**src/rtl/kinase_valve_sequencer_if.sv**
```systemverilog
// kinase_valve_sequencer_if: host command channel (valid/ready handshake, opcode, payload, stroke count, abort)
interface kinase_valve_sequencer_if #(
  parameter int STROKE_W = 8
);
  logic                cmd_valid;
  logic                cmd_ready;
  logic [1:0]          cmd_op;
  logic [21:0]         cmd_data;
  logic [STROKE_W-1:0] cmd_count;
  logic                abort;

  modport master (output cmd_valid, cmd_op, cmd_data, cmd_count, abort, input cmd_ready);
  modport slave  (input cmd_valid, cmd_op, cmd_data, cmd_count, abort, output cmd_ready);
endinterface

```
**src/rtl/kinase_valve_sequencer.sv**
```systemverilog
// kinase_valve_sequencer: one-command-at-a-time valve/pump/vent sequencer for the kinase bank.
// Define KINASE_SEQ_INTERLOCK_EN to insert a DEADTIME gap between valve release and vent assert.
module kinase_valve_sequencer #(
  parameter int PHASE_CYCLES = 4,
  parameter int FLUSH_CYCLES = 8,
  parameter int DEADTIME     = 2,
  parameter int STROKE_W     = 8
) (
  input  logic                    clk,
  input  logic                    rst_n,
  kinase_valve_sequencer_if.slave cmd,
  output logic [12:0]             ctrl_a_o,
  output logic [3:0]              ctrl_s_o,
  output logic [2:0]              pump_a_o,
  output logic [1:0]              pump_b_o,
  output logic [12:0]             flush_ctrl_a_o,
  output logic [3:0]              flush_ctrl_s_o,
  output logic [2:0]              flush_pump_a_o,
  output logic [1:0]              flush_pump_b_o,
  output logic                    busy_o,
  output logic                    done_o,
  output logic                    aborted_o
);
  localparam int M1   = PHASE_CYCLES > FLUSH_CYCLES ? PHASE_CYCLES : FLUSH_CYCLES;
  localparam int CMAX = M1 > DEADTIME ? M1 : DEADTIME;
  localparam int CW   = $clog2(CMAX + 1);
  localparam logic [1:0] OP_SET = 2'd0, OP_PA = 2'd1, OP_PB = 2'd2, OP_FL = 2'd3;

  typedef enum logic [2:0] {
    S_IDLE, S_PUMPA, S_PUMPB, S_FLUSH
`ifdef KINASE_SEQ_INTERLOCK_EN
    , S_DEAD
`endif
  } state_t;

`ifdef KINASE_SEQ_INTERLOCK_EN
  localparam state_t S_FLIN = S_DEAD;
`else
  localparam state_t S_FLIN = S_FLUSH;
`endif

  state_t              state_q, state_d, go_s;
  logic [12:0]         ctrl_a_q, ctrl_a_d;
  logic [3:0]          ctrl_s_q, ctrl_s_d;
  logic [2:0]          pump_a_q, pump_a_d;
  logic [1:0]          pump_b_q, pump_b_d;
  logic [21:0]         flush_q, flush_d;
  logic [CW-1:0]       cnt_q, cnt_d, lim;
  logic [2:0]          step_q, step_d;
  logic [STROKE_W-1:0] strokes_q, strokes_d;
  logic                done_q, done_d, aborted_q, aborted_d;
  logic                accept, phase_end, last_step, last_stroke;
`ifdef KINASE_SEQ_INTERLOCK_EN
  logic [21:0]         mask_q, mask_d;
`endif

  function automatic logic [2:0] pa_pat(input logic [2:0] i);
    return i == 3'd0 ? 3'b011 : i == 3'd1 ? 3'b001 : i == 3'd2 ? 3'b101 :
           i == 3'd3 ? 3'b100 : i == 3'd4 ? 3'b110 : 3'b010;
  endfunction

  function automatic logic [1:0] pb_pat(input logic [2:0] i);
    return i == 3'd0 ? 2'b10 : 2'b01;
  endfunction

  assign cmd.cmd_ready = rst_n && state_q == S_IDLE;
  assign accept        = cmd.cmd_valid && cmd.cmd_ready;
  assign lim = state_q == S_FLUSH ? CW'(FLUSH_CYCLES - 1) :
`ifdef KINASE_SEQ_INTERLOCK_EN
               state_q == S_DEAD  ? CW'(DEADTIME - 1) :
`endif
               CW'(PHASE_CYCLES - 1);
  assign phase_end   = cnt_q == lim;
  assign last_step   = step_q == (state_q == S_PUMPA ? 3'd5 : 3'd1);
  assign last_stroke = strokes_q == STROKE_W'(1);
  assign go_s = cmd.cmd_op == OP_PA && |cmd.cmd_count ? S_PUMPA :
                cmd.cmd_op == OP_PB && |cmd.cmd_count ? S_PUMPB :
                cmd.cmd_op == OP_FL ? S_FLIN : S_IDLE;

  assign ctrl_a_o       = ctrl_a_q;
  assign ctrl_s_o       = ctrl_s_q;
  assign pump_a_o       = pump_a_q;
  assign pump_b_o       = pump_b_q;
  assign flush_ctrl_a_o = flush_q[12:0];
  assign flush_ctrl_s_o = flush_q[16:13];
  assign flush_pump_a_o = flush_q[19:17];
  assign flush_pump_b_o = flush_q[21:20];
  assign busy_o         = state_q != S_IDLE;
  assign done_o         = done_q;
  assign aborted_o      = aborted_q;

  // State and datapath registers; async reset leaves valves released and pumps idle
  always_ff @(posedge clk or negedge rst_n) begin
    if (!rst_n) begin
      state_q   <= S_IDLE;
      ctrl_a_q  <= '0;
      ctrl_s_q  <= '0;
      pump_a_q  <= 3'b111;
      pump_b_q  <= 2'b11;
      flush_q   <= '0;
      cnt_q     <= '0;
      step_q    <= '0;
      strokes_q <= '0;
      done_q    <= 1'b0;
      aborted_q <= 1'b0;
`ifdef KINASE_SEQ_INTERLOCK_EN
      mask_q    <= '0;
`endif
    end else begin
      state_q   <= state_d;
      ctrl_a_q  <= ctrl_a_d;
      ctrl_s_q  <= ctrl_s_d;
      pump_a_q  <= pump_a_d;
      pump_b_q  <= pump_b_d;
      flush_q   <= flush_d;
      cnt_q     <= cnt_d;
      step_q    <= step_d;
      strokes_q <= strokes_d;
      done_q    <= done_d;
      aborted_q <= aborted_d;
`ifdef KINASE_SEQ_INTERLOCK_EN
      mask_q    <= mask_d;
`endif
    end
  end

  // Next state: abort beats completion; immediate commands never leave IDLE
  always_comb begin
    state_d = state_q;
    if (state_q == S_IDLE) state_d = accept ? go_s : S_IDLE;
    else if (cmd.abort) state_d = S_IDLE;
    else if (phase_end && state_q == S_FLUSH) state_d = S_IDLE;
`ifdef KINASE_SEQ_INTERLOCK_EN
    else if (phase_end && state_q == S_DEAD) state_d = S_FLUSH;
`endif
    else if (phase_end && last_step && last_stroke) state_d = S_IDLE;
  end

  // Output and counter next values: phase timer, stroke step walk, vent masking
  always_comb begin
    ctrl_a_d  = ctrl_a_q;
    ctrl_s_d  = ctrl_s_q;
    pump_a_d  = pump_a_q;
    pump_b_d  = pump_b_q;
    flush_d   = flush_q;
    cnt_d     = cnt_q;
    step_d    = step_q;
    strokes_d = strokes_q;
    done_d    = 1'b0;
    aborted_d = 1'b0;
`ifdef KINASE_SEQ_INTERLOCK_EN
    mask_d    = mask_q;
`endif
    if (state_q == S_IDLE) begin
      if (accept) begin
        cnt_d     = '0;
        step_d    = '0;
        strokes_d = cmd.cmd_count;
        done_d    = go_s == S_IDLE;
        if (cmd.cmd_op == OP_SET) begin
          ctrl_a_d = cmd.cmd_data[12:0];
          ctrl_s_d = cmd.cmd_data[16:13];
        end
        if (go_s == S_PUMPA) pump_a_d = pa_pat(3'd0);
        if (go_s == S_PUMPB) pump_b_d = pb_pat(3'd0);
        if (cmd.cmd_op == OP_FL) begin
          ctrl_a_d = ctrl_a_q & ~cmd.cmd_data[12:0];
          ctrl_s_d = ctrl_s_q & ~cmd.cmd_data[16:13];
          pump_a_d = pump_a_q & ~cmd.cmd_data[19:17];
          pump_b_d = pump_b_q & ~cmd.cmd_data[21:20];
`ifdef KINASE_SEQ_INTERLOCK_EN
          mask_d   = cmd.cmd_data;
`else
          flush_d  = cmd.cmd_data;
`endif
        end
      end
    end else if (cmd.abort) begin
      pump_a_d  = 3'b111;
      pump_b_d  = 2'b11;
      flush_d   = '0;
      aborted_d = 1'b1;
    end else begin
      cnt_d = phase_end ? '0 : cnt_q + 1'b1;
      if (phase_end && state_q == S_FLUSH) begin
        flush_d  = '0;
        pump_a_d = 3'b111;
        pump_b_d = 2'b11;
        done_d   = 1'b1;
      end
`ifdef KINASE_SEQ_INTERLOCK_EN
      else if (phase_end && state_q == S_DEAD) flush_d = mask_q;
`endif
      else if (phase_end && last_step && last_stroke) begin
        pump_a_d = 3'b111;
        pump_b_d = 2'b11;
        done_d   = 1'b1;
      end else if (phase_end && last_step) begin
        step_d    = '0;
        strokes_d = strokes_q - 1'b1;
        pump_a_d  = state_q == S_PUMPA ? pa_pat(3'd0) : pump_a_q;
        pump_b_d  = state_q == S_PUMPB ? pb_pat(3'd0) : pump_b_q;
      end else if (phase_end) begin
        step_d   = step_q + 3'd1;
        pump_a_d = state_q == S_PUMPA ? pa_pat(step_q + 3'd1) : pump_a_q;
        pump_b_d = state_q == S_PUMPB ? pb_pat(step_q + 3'd1) : pump_b_q;
      end
    end
  end
endmodule

```
**src/flat_wrapper.sv**
```systemverilog
// flat-port wrapper written by rule: the top's interface ports become plain ports
module kinase_valve_sequencer_flat 
#(
  parameter int PHASE_CYCLES = 4,
  parameter int FLUSH_CYCLES = 8,
  parameter int DEADTIME     = 2,
  parameter int STROKE_W     = 8
)
  (clk, rst_n, ctrl_a_o, ctrl_s_o, pump_a_o, pump_b_o, flush_ctrl_a_o, flush_ctrl_s_o, flush_pump_a_o, flush_pump_b_o, busy_o, done_o, aborted_o, cmd_cmd_valid, cmd_cmd_op, cmd_cmd_data, cmd_cmd_count, cmd_abort, cmd_cmd_ready);
  kinase_valve_sequencer_if #(.STROKE_W(STROKE_W)) cmd_i ();
  input  logic clk;
  input  logic rst_n;
  output logic [12:0] ctrl_a_o;
  output logic [3:0] ctrl_s_o;
  output logic [2:0] pump_a_o;
  output logic [1:0] pump_b_o;
  output logic [12:0] flush_ctrl_a_o;
  output logic [3:0] flush_ctrl_s_o;
  output logic [2:0] flush_pump_a_o;
  output logic [1:0] flush_pump_b_o;
  output logic busy_o;
  output logic done_o;
  output logic aborted_o;
  input wire logic [$bits(cmd_i.cmd_valid)-1:0] cmd_cmd_valid;
  input wire logic [$bits(cmd_i.cmd_op)-1:0] cmd_cmd_op;
  input wire logic [$bits(cmd_i.cmd_data)-1:0] cmd_cmd_data;
  input wire logic [$bits(cmd_i.cmd_count)-1:0] cmd_cmd_count;
  input wire logic [$bits(cmd_i.abort)-1:0] cmd_abort;
  output wire logic [$bits(cmd_i.cmd_ready)-1:0] cmd_cmd_ready;
  assign cmd_i.cmd_valid = cmd_cmd_valid;
  assign cmd_i.cmd_op = cmd_cmd_op;
  assign cmd_i.cmd_data = cmd_cmd_data;
  assign cmd_i.cmd_count = cmd_cmd_count;
  assign cmd_i.abort = cmd_abort;
  assign cmd_cmd_ready = cmd_i.cmd_ready;
  kinase_valve_sequencer #(.PHASE_CYCLES(PHASE_CYCLES), .FLUSH_CYCLES(FLUSH_CYCLES), .DEADTIME(DEADTIME), .STROKE_W(STROKE_W)) u_core (.clk(clk), .rst_n(rst_n), .cmd(cmd_i), .ctrl_a_o(ctrl_a_o), .ctrl_s_o(ctrl_s_o), .pump_a_o(pump_a_o), .pump_b_o(pump_b_o), .flush_ctrl_a_o(flush_ctrl_a_o), .flush_ctrl_s_o(flush_ctrl_s_o), .flush_pump_a_o(flush_pump_a_o), .flush_pump_b_o(flush_pump_b_o), .busy_o(busy_o), .done_o(done_o), .aborted_o(aborted_o));
endmodule
```
**config.mk**
```make
export PLATFORM = sky130hd
export DESIGN_NAME = kinase_valve_sequencer_flat
export DESIGN_NICKNAME = d
export VERILOG_FILES = /design/src/rtl/kinase_valve_sequencer_if.sv /design/src/rtl/kinase_valve_sequencer.sv /design/src/flat_wrapper.sv
export SDC_FILE = /design/constraint.sdc
export NUM_CORES = 1
export LEC_CHECK = 0
export ABC_AREA = 1
export CORE_ASPECT_RATIO = 0.6
export CORE_MARGIN = 2
export CORE_UTILIZATION = 45
export CTS_BUF_LIST = sky130_fd_sc_hd__clkbuf_8 sky130_fd_sc_hd__clkbuf_16
export CTS_CLUSTER_DIAMETER = 100
export DETAILED_ROUTE_END_ITERATION = 8
export GPL_TIMING_DRIVEN = 0
export PLACE_DENSITY_LB_ADDON = 0.2
export SLEW_MARGIN = 20
export SYNTH_ARGS = -nofsm -noshare
export SYNTH_HDL_FRONTEND = slang
export SYNTH_SLANG_ARGS = --single-unit
export TNS_END_PERCENT = 5
```
**constraint.sdc**
```tcl
create_clock -name clk -period 1.6 [get_ports clk]
set_input_delay 0.24 -clock clk [delete_from_list [all_inputs] [get_ports clk]]
set_output_delay 0.24 -clock clk [all_outputs]
set_load 0.05 [all_outputs]
```
Word-level counts from Yosys, hierarchy flattened
Cells that the tools add are included. Widths: inputs -> output; s select.

Register bits: 64. Latch bits: 0. RAM bits: 0. ROM bits: 0. Output and inout port bits: 48. Memories kept: 0.

Add/sub/neg operators: 3. Multiply operators: 0. Div/mod/pow operators: 0. Order comparisons: 0. Equality and inequality tests: 24. Shift-type cells: 0. Mux-type cells: 71. Bitwise operators: 8. Reductions and logical operators: 27.

Operator list (number): $mux 22 (5); $mux 3 (32); $mux 8 (6); $mux 13 (2); $mux 2 (13); $mux 4 (6); $eq 3x2->1 const B (5); $reduce_and 5->1 (3); $and 13x13->13 (1); $not 13->13 (1); $eq 3x1->1 const B (3); $logic_not 3->1 (3); $reduce_bool 3->1 (3); $eq 8x1->1 const B (1); $ne 2x1->1 const B (4); $reduce_or 8->1 (1); $sub 8x1->8 const B (1); $logic_and 1x1->1 (7); $mux 1 (7); $ne 3x3->1 const B (2); $ne 6x4->1 const B (1); $ne 6x6->1 const B (1); $reduce_and 3->1 (2); $reduce_bool 6->1 (1); 20 further kinds (22).

Logic depth before layout (Yosys ltp)
Depth after elaboration: 14. Depth in mapped cells: 11.

Worst setup path after synthesis
No wires, ideal clock.

Kind: reg-to-reg. Start: register u_core.state_q[0]. End: register u_core.strokes_q[1]. Setup time: 0.124 ns. Arrival time: 1.833 ns. Path slack: -0.357 ns. Stages on the path, launching flop included: 12. Buffers on the path: 1. Period minus slack after synthesis: 1.957 ns. Cell sequence: dfrtp_1 > inv_2 > nand2_2 > nor2_2 > nand2_2 > o21ai_4 > nand2_2 > inv_1 > nand2_2 > buf_6 > nand2_1 > o21ai_2.

Elaborated cells on any way between the ends: 19. Classes of those cells: eq/ne (8); mux (3); reduce/logical (8).

RTL lines: from (decl) (RTL line kinase_valve_sequencer.sv:42) `state_t state_q, state_d, go_s;`; from (signal assigned) (RTL line kinase_valve_sequencer.sv:110) `state_q <= state_d;`; $logic_not 3->1 (RTL line kinase_valve_sequencer.sv:66) `assign cmd.cmd_ready = rst_n && state_q == S_IDLE;`; $logic_and 1x1->1 (RTL line kinase_valve_sequencer.sv:66); net cmd_cmd_ready (RTL line flat_wrapper.sv:29) `output wire logic [$bits(cmd_i.cmd_ready)-1:0] cmd_cmd_ready;`; $logic_and 1x1->1 (RTL line kinase_valve_sequencer.sv:67) `assign accept = cmd.cmd_valid && cmd.cmd_ready;`; $ne 2x1->1 (no line); $reduce_and 5->1 (no line); to (signal assigned) (RTL line kinase_valve_sequencer.sv:118) `strokes_q <= strokes_d;`; to (decl) (RTL line kinase_valve_sequencer.sv:50) `logic [STROKE_W-1:0] strokes_q, strokes_d;`.

The timed path passes the listed nets, and every way through them passes these cells. A chain may end at the register's enable or synchronous reset.

Worst setup path after layout
Start: register u_core.state_q[1]. End: register u_core.strokes_q[2].

Cells in the longest elaborated chain, start to end: 7. Elaborated cells on any way between the ends: 19. Classes of those cells: eq/ne (8); mux (3); reduce/logical (8).

Ends and longest elaborated chain: $eq 3x2->1 or $eq 3x1->1 (tied branches) (RTL line kinase_valve_sequencer.sv:68, kinase_valve_sequencer.sv:185, kinase_valve_sequencer.sv:74); $mux 3, on equally long branches (RTL line kinase_valve_sequencer.sv:68, kinase_valve_sequencer.sv:74); $eq 4x4->1 or $eq 3x3->1 (tied branches) (RTL line kinase_valve_sequencer.sv:73, kinase_valve_sequencer.sv:74); $logic_and 1x1->1 (RTL line kinase_valve_sequencer.sv:194, kinase_valve_sequencer.sv:198); $logic_and 1x1->1 (RTL line kinase_valve_sequencer.sv:194) `else if (phase_end && last_step && last_stroke) begin`; $ne 2x1->1 (no line); $reduce_and 5->1 (no line).

Several ways; a longest one is shown, not always the timed one.

==> out/metrics.csv <==
metric,value,unit
ys.flop_type,dfrtp_1,
outcome,"finished, violations left",
finalHoldViolCount,47,
ys_seq_area_share,47.7,%
place_congestion,0.872,
synth_area,0.00332,mm^2
io-pin-count,84,
dp_cells,596,
power.density,1440,mW/mm^2
dp_hpwl,6490,um
crit_type,flop to flop,
cp-start-kind,flop,
setup_viol,37,
ys_seq_elements,63,
ant_nets,0,
die_w,115,um
drcViolationCount,0,
cts-hold-fix-buffers,1,
whs,-124,ps
h-tree-depth,3,
cts_buffer_depth,2,
grt_pass1_wl,15400,um
port_buffers,83,
drt_wl_total,9360,um
viasPerCell,4.99,
cp-startpoint,u_core.state_q[1]$_DFFE_PN0P_,
violations,"negative hold slack, negative setup slack",
drv_cap,0,
skew,7.31,ps
coreArea,0.00721,mm^2
hp-class,input pin to async pin,
via_count,3131,
firstDrtPassIters,4,
grt_start_max_net_pins,50,
cts_buffers,9,
slew_viol_final,0,
fin_crit_sh,107,%
tightest_slew,599,ps
tritoncts,done,
antenna_cells,0,
dieArea,0.00810,mm^2
finalCriticalPeriod,1700,ps
die_y,70.5,um
irDropWorstVdd,892,uV
synth.net_count,468,
grt_setup_unrepaired,true,
gr-total-overflow,0,
synth_edf_count,0,
track_usage,24.9,%
power.leakage,2.50,nW
drive_gt1_share,22.6,%
syn_to_final_growth,49.7,%
setup_slack,-105,ps
row_count,24,
avgSynthCellArea,7.88,um^2
r2r_start,u_core.state_q[1]$_DFFE_PN0P_,
grt_pass1_vias,3027,
synthArstFlopShare,100,%
insertion_delay,340,ps
max-slew-margin-rel,59.9,%
synth_cells,421,
instances_no_fill,627,
yosysWarningCount,0,
drt-wirelength-per-cell,14.9,um
synth_cell_types,32,
max_freq,0.587,GHz
end_kind,flop,
dr.first_iter.drc_count,245,
crit_arrival,1920,ps
final_core_util,68.9,%
clock_sinks,63,
antenna_found_initial,0,
fin_nets,579,
required,1820,ps
start_util,46.0,%
cts-root-buf,clkbuf_16,
clk_pin_slew_worst_paths,50,ps
cp_max_fo,10,
[power breakdown]
part	total [mW]	internal, mW	switching [mW]
combinational	2.83	0.902	1.93
clock	2.08	1.38	0.698
sequential	2.25	2.00	0.256
total	7.17	4.28	2.89
[per-layer routing]
layer  share of wire, %  global-route usage (%)  up-vias  routed length (um)
li1                   -                       -     1573                   -
met3                7.1                    8.59        6                 663
met1                 48                    36.6     1460                4500
met4               0.67                    6.56        0                  63
met2                 44                    35.3       92                4140
met5                  0                       0        -                   0
[worst paths after layout]
check	endpoint	slack, ps	cells past startpoint
setup / recovery	u_core.strokes_q[2]$_DFFE_PN0P_	-100	10
hold / removal	u_core.pump_a_o[0]$_DFFE_PN1P_	-120	1
setup reg to reg	u_core.strokes_q[2]$_DFFE_PN0P_	-100	10
hold reg to reg	u_core.flush_q[2]$_DFFE_PN0P_	480	2
max in group asynchronous	u_core.flush_q[18]$_DFFE_PN0P_	710	2
min in group clk	u_core.flush_q[19]$_DFFE_PN0P_	480	3
[cells by family (layout without fill, tap and decap cells)]
kind of cell,count (synthesis),in the layout,synth area share [%]
buffers and inverters,76,191,9.39
XOR/XNOR,3,3,0.792
AO/OA/AOI/OAI,80,80,13.8
AND/OR/NAND/NOR,187,187,23.9
adder cells (fa/ha/maj),11,11,4.15
flip-flops,63,63,47.7
multiplexers,1,1,0.302
[final cells by class]
cell class / count / area, um^2
Clock buffer: 10 / 239
Buffer: 11 / 129
Multi-Input combinational cell: 282 / 1610
Timing Repair Buffer: 101 / 971
Tap cell: 91 / 114
Sequential cell: 63 / 1590
Fill cell: 591 / 2240
Inverter: 64 / 245
Clock inverter: 5 / 73.8
[cells in the mapped netlist, types with 2 or more instances]
master | instances | area, um^2
nand3_2 | 2 | 20.0
ha_1 | 11 | 138
dfstp_2 | 5 | 131
buf_6 | 2 | 22.5
nor2_2 | 3 | 18.8
nand4_1 | 5 | 31.3
dfrtp_1 | 58 | 1450
o21ai_2 | 5 | 43.8
xor2_1 | 2 | 17.5
clkbuf_1 | 3 | 11.3
inv_2 | 4 | 15.0
o21ai_1 | 3 | 15.0
a21oi_1 | 9 | 45.0
nand3_1 | 24 | 120
o22ai_1 | 18 | 113
buf_2 | 7 | 35.0
nand2_2 | 5 | 31.3
nor2_1 | 39 | 146
o21ai_0 | 42 | 210
inv_1 | 58 | 218
nor3_1 | 2 | 10.0
nand2_1 | 104 | 390
[what timing repair did]
action / CTS / global route
hold endpoints to repair: 13 / 47
buffers inserted: 6 / 8
cloned: 2 / 0
gates resized for setup: 136 / 33
setup endpoints to repair: 106 / 61
pin swaps: 6 / 2
[worst max-delay path, cell delays in order, from the launching register on]
cell     delay, ps
dfrtp_2        440
buf_4          150
nand3_1        110
nand2_1        100
nor2_4         140
nand2_2        100
o21ai_2        160
nand2_4        100
buf_8          160
nand2_2         60
o21ai_2         50
[placed cells by master (no fill, tap or decap), types with 13 or more instances in the layout]
master / count
dlygate4sd2_1: 41
dfrtp_1: 56
nand3_1: 20
nor2_1: 35
nand2_1: 87
o22ai_1: 16
o21ai_0: 18
nand2_2: 18
buf_4: 13
o21ai_1: 23
clkdlybuf4s50_1: 34
inv_1: 56
[stage by stage]
stage | hold WS, ps | area (um^2) | power (mW) | setup WS [ps] | TNS [ps]
finish | -124 | 4970 | 7.17 | -105 | -2160
floorplan | -55.6 | 3340 | 4.08 | -115 | -3980
detailed placement | 122 | 4310 | 5.05 | -565 | -24690
global placement | 466 | 4290 | 4.98 | -2940 | -286540
CTS | -124 | 4780 | 7.06 | -78.2 | -1700
global route | -132 | 4970 | 7.54 | -196 | -6090
[sequential cells by signal, indices dropped and copies added (netlist names)]
| register | count |
|---|---|
| u_core.ctrl_a_o | 13 |
| u_core.ctrl_s_o | 4 |
| u_core.pump_a_o | 3 |
| u_core.state_q | 2 |
| u_core.aborted_o | 1 |
| u_core.pump_b_o | 2 |
| u_core.flush_q | 22 |
| u_core.strokes_q | 8 |
| u_core.step_q | 3 |
| u_core.cnt_q | 4 |
| u_core.done_o | 1 |
No activity file was read; power rests on OpenSTA's default activity.
